File: config.mk
export PLATFORM = sky130hd
export DESIGN_NAME = dmem_access_ctrl
export DESIGN_NICKNAME = d
export VERILOG_FILES = /design/src/rtl/dmem_access_ctrl.sv
export SDC_FILE = /design/constraint.sdc
export NUM_CORES = 2
export LEC_CHECK = 0
export BUFFER_PORTS_ARGS = -buffer_cell sky130_fd_sc_hd__buf_2
export CAP_MARGIN = 0
export CORE_ASPECT_RATIO = 2
export CORE_MARGIN = 3
export CORE_UTILIZATION = 40
export DETAILED_ROUTE_END_ITERATION = 6
export GPL_TIMING_DRIVEN = 0
export PLACE_DENSITY = 0.58
export REMOVE_ABC_BUFFERS = 1
export SLEW_MARGIN = 20
export SYNTH_ARGS = -nofsm -noshare
export SYNTH_HDL_FRONTEND = slang
export SYNTH_SLANG_ARGS = --single-unit
File: constraint.sdc
create_clock -name clock -period 5.2 [get_ports clock]
set_input_delay 0.26 -clock clock [delete_from_list [all_inputs] [get_ports clock]]
set_output_delay 0.26 -clock clock [all_outputs]
set_load 0.02 [all_outputs]
File: src/rtl/dmem_access_ctrl.sv
// Data-memory access sequencer: load/store arbitration, one-line read buffer, word select.
// Optional performance counters are built when DMEM_PERF_CNT_EN is defined.
module dmem_access_ctrl #(
    parameter int unsigned TAG_W = 4,
    parameter int unsigned CNT_W = 16
) (
    input  logic               clock,
    input  logic               reset,
    input  logic               ld_req,
    input  logic [31:0]        ld_addr,
    input  logic [TAG_W-1:0]   ld_tag,
    output logic               ld_ready,
    output logic               ld_valid,
    output logic [31:0]        ld_data,
    output logic [TAG_W-1:0]   ld_tag_out,
    input  logic               st_req,
    input  logic [31:0]        st_addr,
    input  logic [31:0]        st_data,
    output logic               st_ready,
    output logic               st_done,
    output logic [31:0]        mem_read_address,
    input  logic               mem_read_enable,
    input  logic [511:0]       mem_data_out,
    output logic [31:0]        mem_write_address,
    output logic               mem_write_request,
    output logic [31:0]        mem_write_data,
    input  logic               mem_write_done,
    output logic [CNT_W-1:0]   perf_hit,
    output logic [CNT_W-1:0]   perf_miss,
    output logic [CNT_W-1:0]   perf_store
);

    localparam int unsigned LINE_W  = 26;
    localparam int unsigned WORD_W  = 4;
    localparam int unsigned LBITS_W = 512;

    typedef enum logic [2:0] {
        IDLE,
        RD_BUMP,
        RD_ISSUE,
        RD_WAIT,
        WR_ISSUE,
        WR_WAIT,
        RESP
    } state_t;

    state_t              state;
    state_t              next_state;

    logic                last_grant_st;
    logic                buf_valid;
    logic [LINE_W-1:0]   buf_line;
    logic [LBITS_W-1:0]  line_buf;
    logic [LINE_W-1:0]   req_line;
    logic [WORD_W-1:0]   req_word;
    logic [TAG_W-1:0]    req_tag;
    logic                wr_armed;

    logic [LINE_W-1:0]   ld_line_c;
    logic                ld_grant_c;
    logic                st_grant_c;
    logic                ld_acc_c;
    logic                st_acc_c;
    logic                ld_hit_c;
    logic                ld_bump_c;
    logic                rd_fill_c;
    logic                wr_cmpl_c;
    logic                unused_c;

    function automatic logic [31:0] word_sel(input logic [LBITS_W-1:0] line,
                                             input logic [WORD_W-1:0]  word);
        return line[{word, 5'b0} +: 32];
    endfunction

    assign ld_line_c  = ld_addr[31:6];
    assign unused_c   = ^ld_addr[1:0];

    // Round-robin between the ports; a lone requester always wins.
    assign ld_grant_c = ld_req & (~st_req | last_grant_st);
    assign st_grant_c = st_req & (~ld_req | ~last_grant_st);

    always_ff @(posedge clock or posedge reset) begin
        if (reset) begin
            state <= IDLE;
        end else begin
            state <= next_state;
        end
    end

    always_comb begin
        next_state = state;
        ld_ready   = 1'b0;
        st_ready   = 1'b0;
        ld_acc_c   = 1'b0;
        st_acc_c   = 1'b0;
        ld_hit_c   = 1'b0;
        ld_bump_c  = 1'b0;
        rd_fill_c  = 1'b0;
        wr_cmpl_c  = 1'b0;
        case (state)
            IDLE: begin
                // Holding ready low until the memory reports idle drains writes left over from a reset.
                ld_ready = mem_write_done & ld_grant_c;
                st_ready = mem_write_done & st_grant_c;
                ld_acc_c = ld_req & ld_ready;
                st_acc_c = st_req & st_ready;
                if (ld_acc_c) begin
                    if (buf_valid && (buf_line == ld_line_c)) begin
                        ld_hit_c   = 1'b1;
                        next_state = RESP;
                    end else if (ld_line_c == mem_read_address[31:6]) begin
                        ld_bump_c  = 1'b1;
                        next_state = RD_BUMP;
                    end else begin
                        next_state = RD_ISSUE;
                    end
                end else if (st_acc_c) begin
                    next_state = WR_ISSUE;
                end
            end
            RD_BUMP:  next_state = RD_ISSUE;
            RD_ISSUE: next_state = RD_WAIT;
            RD_WAIT: begin
                if (mem_read_enable) begin
                    rd_fill_c  = 1'b1;
                    next_state = RESP;
                end
            end
            WR_ISSUE: next_state = WR_WAIT;
            WR_WAIT: begin
                if (wr_armed && mem_write_done) begin
                    wr_cmpl_c  = 1'b1;
                    next_state = IDLE;
                end
            end
            RESP:     next_state = IDLE;
            default:  next_state = IDLE;
        endcase
    end

    // Control and memory-interface registers.
    always_ff @(posedge clock or posedge reset) begin
        if (reset) begin
            ld_valid          <= 1'b0;
            ld_data           <= 32'h0;
            ld_tag_out        <= '0;
            st_done           <= 1'b0;
            mem_read_address  <= 32'h0;
            mem_write_address <= 32'h0;
            mem_write_request <= 1'b0;
            mem_write_data    <= 32'h0;
            buf_valid         <= 1'b0;
            last_grant_st     <= 1'b1;
            wr_armed          <= 1'b0;
        end else begin
            ld_valid          <= (next_state == RESP);
            st_done           <= wr_cmpl_c;
            mem_write_request <= (next_state == WR_ISSUE);
            wr_armed          <= (state == WR_WAIT);
            if (ld_acc_c) begin
                last_grant_st <= 1'b0;
            end
            if (st_acc_c) begin
                last_grant_st     <= 1'b1;
                mem_write_address <= st_addr;
                mem_write_data    <= st_data;
            end
            if (ld_hit_c) begin
                ld_data    <= word_sel(line_buf, ld_addr[5:2]);
                ld_tag_out <= ld_tag;
            end
            // A neighbouring line is driven first when the wanted line is already on the bus.
            if (ld_acc_c && !ld_hit_c) begin
                mem_read_address <= {(ld_bump_c ? (ld_line_c ^ LINE_W'(1)) : ld_line_c), 6'b0};
            end
            if (state == RD_BUMP) begin
                mem_read_address <= {req_line, 6'b0};
            end
            if (rd_fill_c) begin
                buf_valid  <= 1'b1;
                ld_data    <= word_sel(mem_data_out, req_word);
                ld_tag_out <= req_tag;
            end
        end
    end

    // Line buffer and captured load request; contents are qualified by buf_valid.
    always_ff @(posedge clock) begin
        if (ld_acc_c) begin
            req_line <= ld_line_c;
            req_word <= ld_addr[5:2];
            req_tag  <= ld_tag;
        end
        if (rd_fill_c) begin
            line_buf <= mem_data_out;
            buf_line <= req_line;
        end
        if (wr_cmpl_c && buf_valid && (buf_line == mem_write_address[31:6])) begin
            line_buf[{mem_write_address[5:2], 5'b0} +: 32] <= mem_write_data;
        end
    end

`ifdef DMEM_PERF_CNT_EN
    always_ff @(posedge clock or posedge reset) begin
        if (reset) begin
            perf_hit   <= '0;
            perf_miss  <= '0;
            perf_store <= '0;
        end else begin
            if (ld_hit_c) begin
                perf_hit <= perf_hit + CNT_W'(1);
            end
            if (ld_acc_c && !ld_hit_c) begin
                perf_miss <= perf_miss + CNT_W'(1);
            end
            if (wr_cmpl_c) begin
                perf_store <= perf_store + CNT_W'(1);
            end
        end
    end
`else
    assign perf_hit   = '0;
    assign perf_miss  = '0;
    assign perf_store = '0;
`endif

    ap_ready_excl: assert property (@(posedge clock) disable iff (reset)
        !(ld_ready && st_ready));
    ap_wr_pulse: assert property (@(posedge clock) disable iff (reset)
        mem_write_request |=> !mem_write_request);
    ap_ld_pulse: assert property (@(posedge clock) disable iff (reset)
        ld_valid |=> !ld_valid);

endmodule
==> reports/metrics.yaml <==
drt-total-wl_mm: 171
cts.path.max_buffers: 3
powerDensity_mw_per_mm2: 499
tritoncts: "yes"
regToRegEndpoint: "mem_read_address[23]"
die_y_um: 447
hold_ws_ps: 56.5
p_leak_nw: 22.9
num_vias: 34418
finClkSkew_ps: 31.6
reg2reg_setup_slack_ps: 370
hpwlAfterDp_mm: 121
cts_post_setup_buffers_inserted: 0
min_path_type: "primary input to flip-flop"
grt_pass1_vias: 36382
drive_gt1_share_pct: 33.3
power.total_mw: 27.0
required_ps: 5730
yosysWarnings: 0
postCtsResizedCells: 0
fin_cells: 6051
clock_latency_ps: 670
ant_nets: 0
synthTopCellsByArea: "dfxtp_1 26%, mux4_2 19%, mux2i_1 15%"
postSynthAreaPerCell_um2: 11.2
die_width_um: 227
port-buffer-count: 746
place_inst: 5285
totalNegativeSetupSlack_ps: 0
ioPinCount: 803
finalSetupViolations: 0
antenna_found_initial: 37
mostFrequentLayoutCells: "857 x nand2_1, 742 x buf_2, 608 x dlygate4sd3_1"
multiInputGateArea_mm2: 0.0223
max-vdd-ir-drop_uv: 396
grt_pass1_wl_mm: 244
worstRegToRegCells: 6
cts_hold_buf: 608
grt_max_degree: 93
pre_cts_slack_ps: 700
initial_core_util_pct: 40.4
end_kind: "flip-flop"
dpl-instance-area_mm2: 0.0454
design_area_mm2: 0.0540
slew_headroom_pct: 20.7
synthArstFlopShare_pct: 19.1
hold_violations: 0
run_status: "complete, no violations"
gp_congestion: 0.925
path_class: "flip-flop to flip-flop"
syn_inst: 3471
syn-cell-area_mm2: 0.0390
rows: 161
mostFrequentLayoutCell: "nand2_1"
worstSetupStartpointType: "flip-flop"
synthFlopType: "dfxtp_1"
finish.utilization_pct: 56.0
grt_util_all_layers_pct: 33.1
nets: 5364
max_freq_mhz: 207
cts_sinks: 707
routedWlPerCell_um: 28.2
cp-startpoint: "buf_line[11]"
path_clk_slew_ps: 70
cts_root_buf: "clkbuf_16"
first_pass_iters: 5
worst_pin_slew_ps: 1180
cp-endpoint: "mem_read_address[23]"
cts_buffers: 70
grt-ovfl-total: 0
drt_iter0_drc: 2387
dieArea_mm2: 0.101
crit-reg2reg-launch: "buf_line[11]"
seq_area_frac_synth_pct: 39.6
ys_ff_latch: 707
synth_cell_types: 50
regArea_mm2: 0.0154
grt_setup_unrepaired: "no"
fin_crit_ps: 4830
area_growth_pct: 38.6
finalCritPeriodShare_pct: 92.9
yosysTopAreaCell: "dfxtp_1"
slew_violations: 0
maxCapViolations: 0
drc: 0
setup_slack_ps: 367
viasPerCell: 5.69
yosysTopAreaCellShare_pct: 26.3
core_mm2: 0.0965
crit_fanout: 29
synth_edf_count: 60
htree_levels: 3
fillerInstances: 8064
arrival_ps: 5370
==> sequential cells by signal (all words and copies together), names as in the netlist, 3 cells and up <==
signal	count
mem_write_address	32
ld_tag_out	4
req_tag	4
mem_read_address	26
req_line	26
ld_data	32
line_buf	512
buf_line	26
req_word	4
state	3
mem_write_data	32
==> synthesized netlist by cell type (3+ instances only) <==
| library cell | instances |
|---|---|
| nor2_1 | 43 |
| o21a_1 | 19 |
| a21oi_1 | 65 |
| nand3_1 | 37 |
| o22a_1 | 19 |
| and3_1 | 4 |
| mux2i_1 | 586 |
| ha_1 | 3 |
| xor2_1 | 12 |
| buf_1 | 30 |
| mux4_2 | 320 |
| dfrtp_1 | 134 |
| nand4_1 | 21 |
| mux2_1 | 34 |
| buf_2 | 74 |
| dfxtp_1 | 512 |
| nor3_2 | 4 |
| inv_1 | 11 |
| nor3_1 | 7 |
| edfxtp_1 | 60 |
| nor2b_1 | 7 |
| nand2b_1 | 8 |
| nor4_1 | 5 |
| xnor2_1 | 62 |
| mux2_2 | 250 |
| buf_4 | 60 |
| o21ai_0 | 18 |
| nand2_1 | 857 |
| clkbuf_1 | 177 |
| or2_2 | 5 |
==> power by group <==
part	switching, mW	leakage, nW	internal, mW
Combinational	5.77	15.3	5.39
Clock	2.39	1.21	3.24
Sequential	2.02	6.44	8.14
Total	10.2	22.9	16.8
==> how the worst min path moves through the flow <==
stage	startpoint	to	slack, ps	cells after the start
after global placement	req_tag[1]	ld_tag_out[1]	430	2
after global routing	mem_data_out[84]	line_buf[84]	60	4
final	mem_data_out[84]	line_buf[84]	60	4
after floorplan	ld_addr[6]	req_line[0]	360	0
after detailed placement	reset	mem_write_address[19]	410	2
after CTS	mem_data_out[84]	line_buf[84]	9	4
==> area by class of cell <==
cell class                 instances  share of cell area (%)
inverter                          12                   0.111
clock buffer                     104                    3.93
multi-input combinational       2464                    41.2
tap                             1222                    2.83
clock inverter                    23                   0.637
timing repair buffer            1488                    22.6
sequential                       707                    28.6
antenna                           31                   0.144
==> worst max-delay path: stages, from the launching register on <==
cell      delay [ps]
edfxtp_1         430
xnor2_1          680
nand4_1          530
nor4_2           940
a21o_2           770
nand2_1          890
o21a_1           450
==> cell families (layout without fill, tap and decap cells) <==
family / after synthesis / count (layout) / synth area share [%]
mux: 1190 / 1190 / 41.8
simple gates: 1011 / 1011 / 10.5
flops: 707 / 707 / 39.6
buf+inv: 353 / 1627 / 4.22
compound gates: 132 / 132 / 2.09
xor+xnor: 74 / 74 / 1.66
fa+ha+maj: 3 / 3 / 0.0964
other cells: 1 / 85 / 0.00963
==> per-layer routing <==
metal  vias up  GRT usage (%)  part of all wire, %
met5         -              0                0.069
met4        20           21.4                  7.3
met3       559           6.83                  7.9
met2      1842           54.7                   48
met1     17020           38.8                   37
li1      14977              -                    -
(Power assumes the default switching activity.)
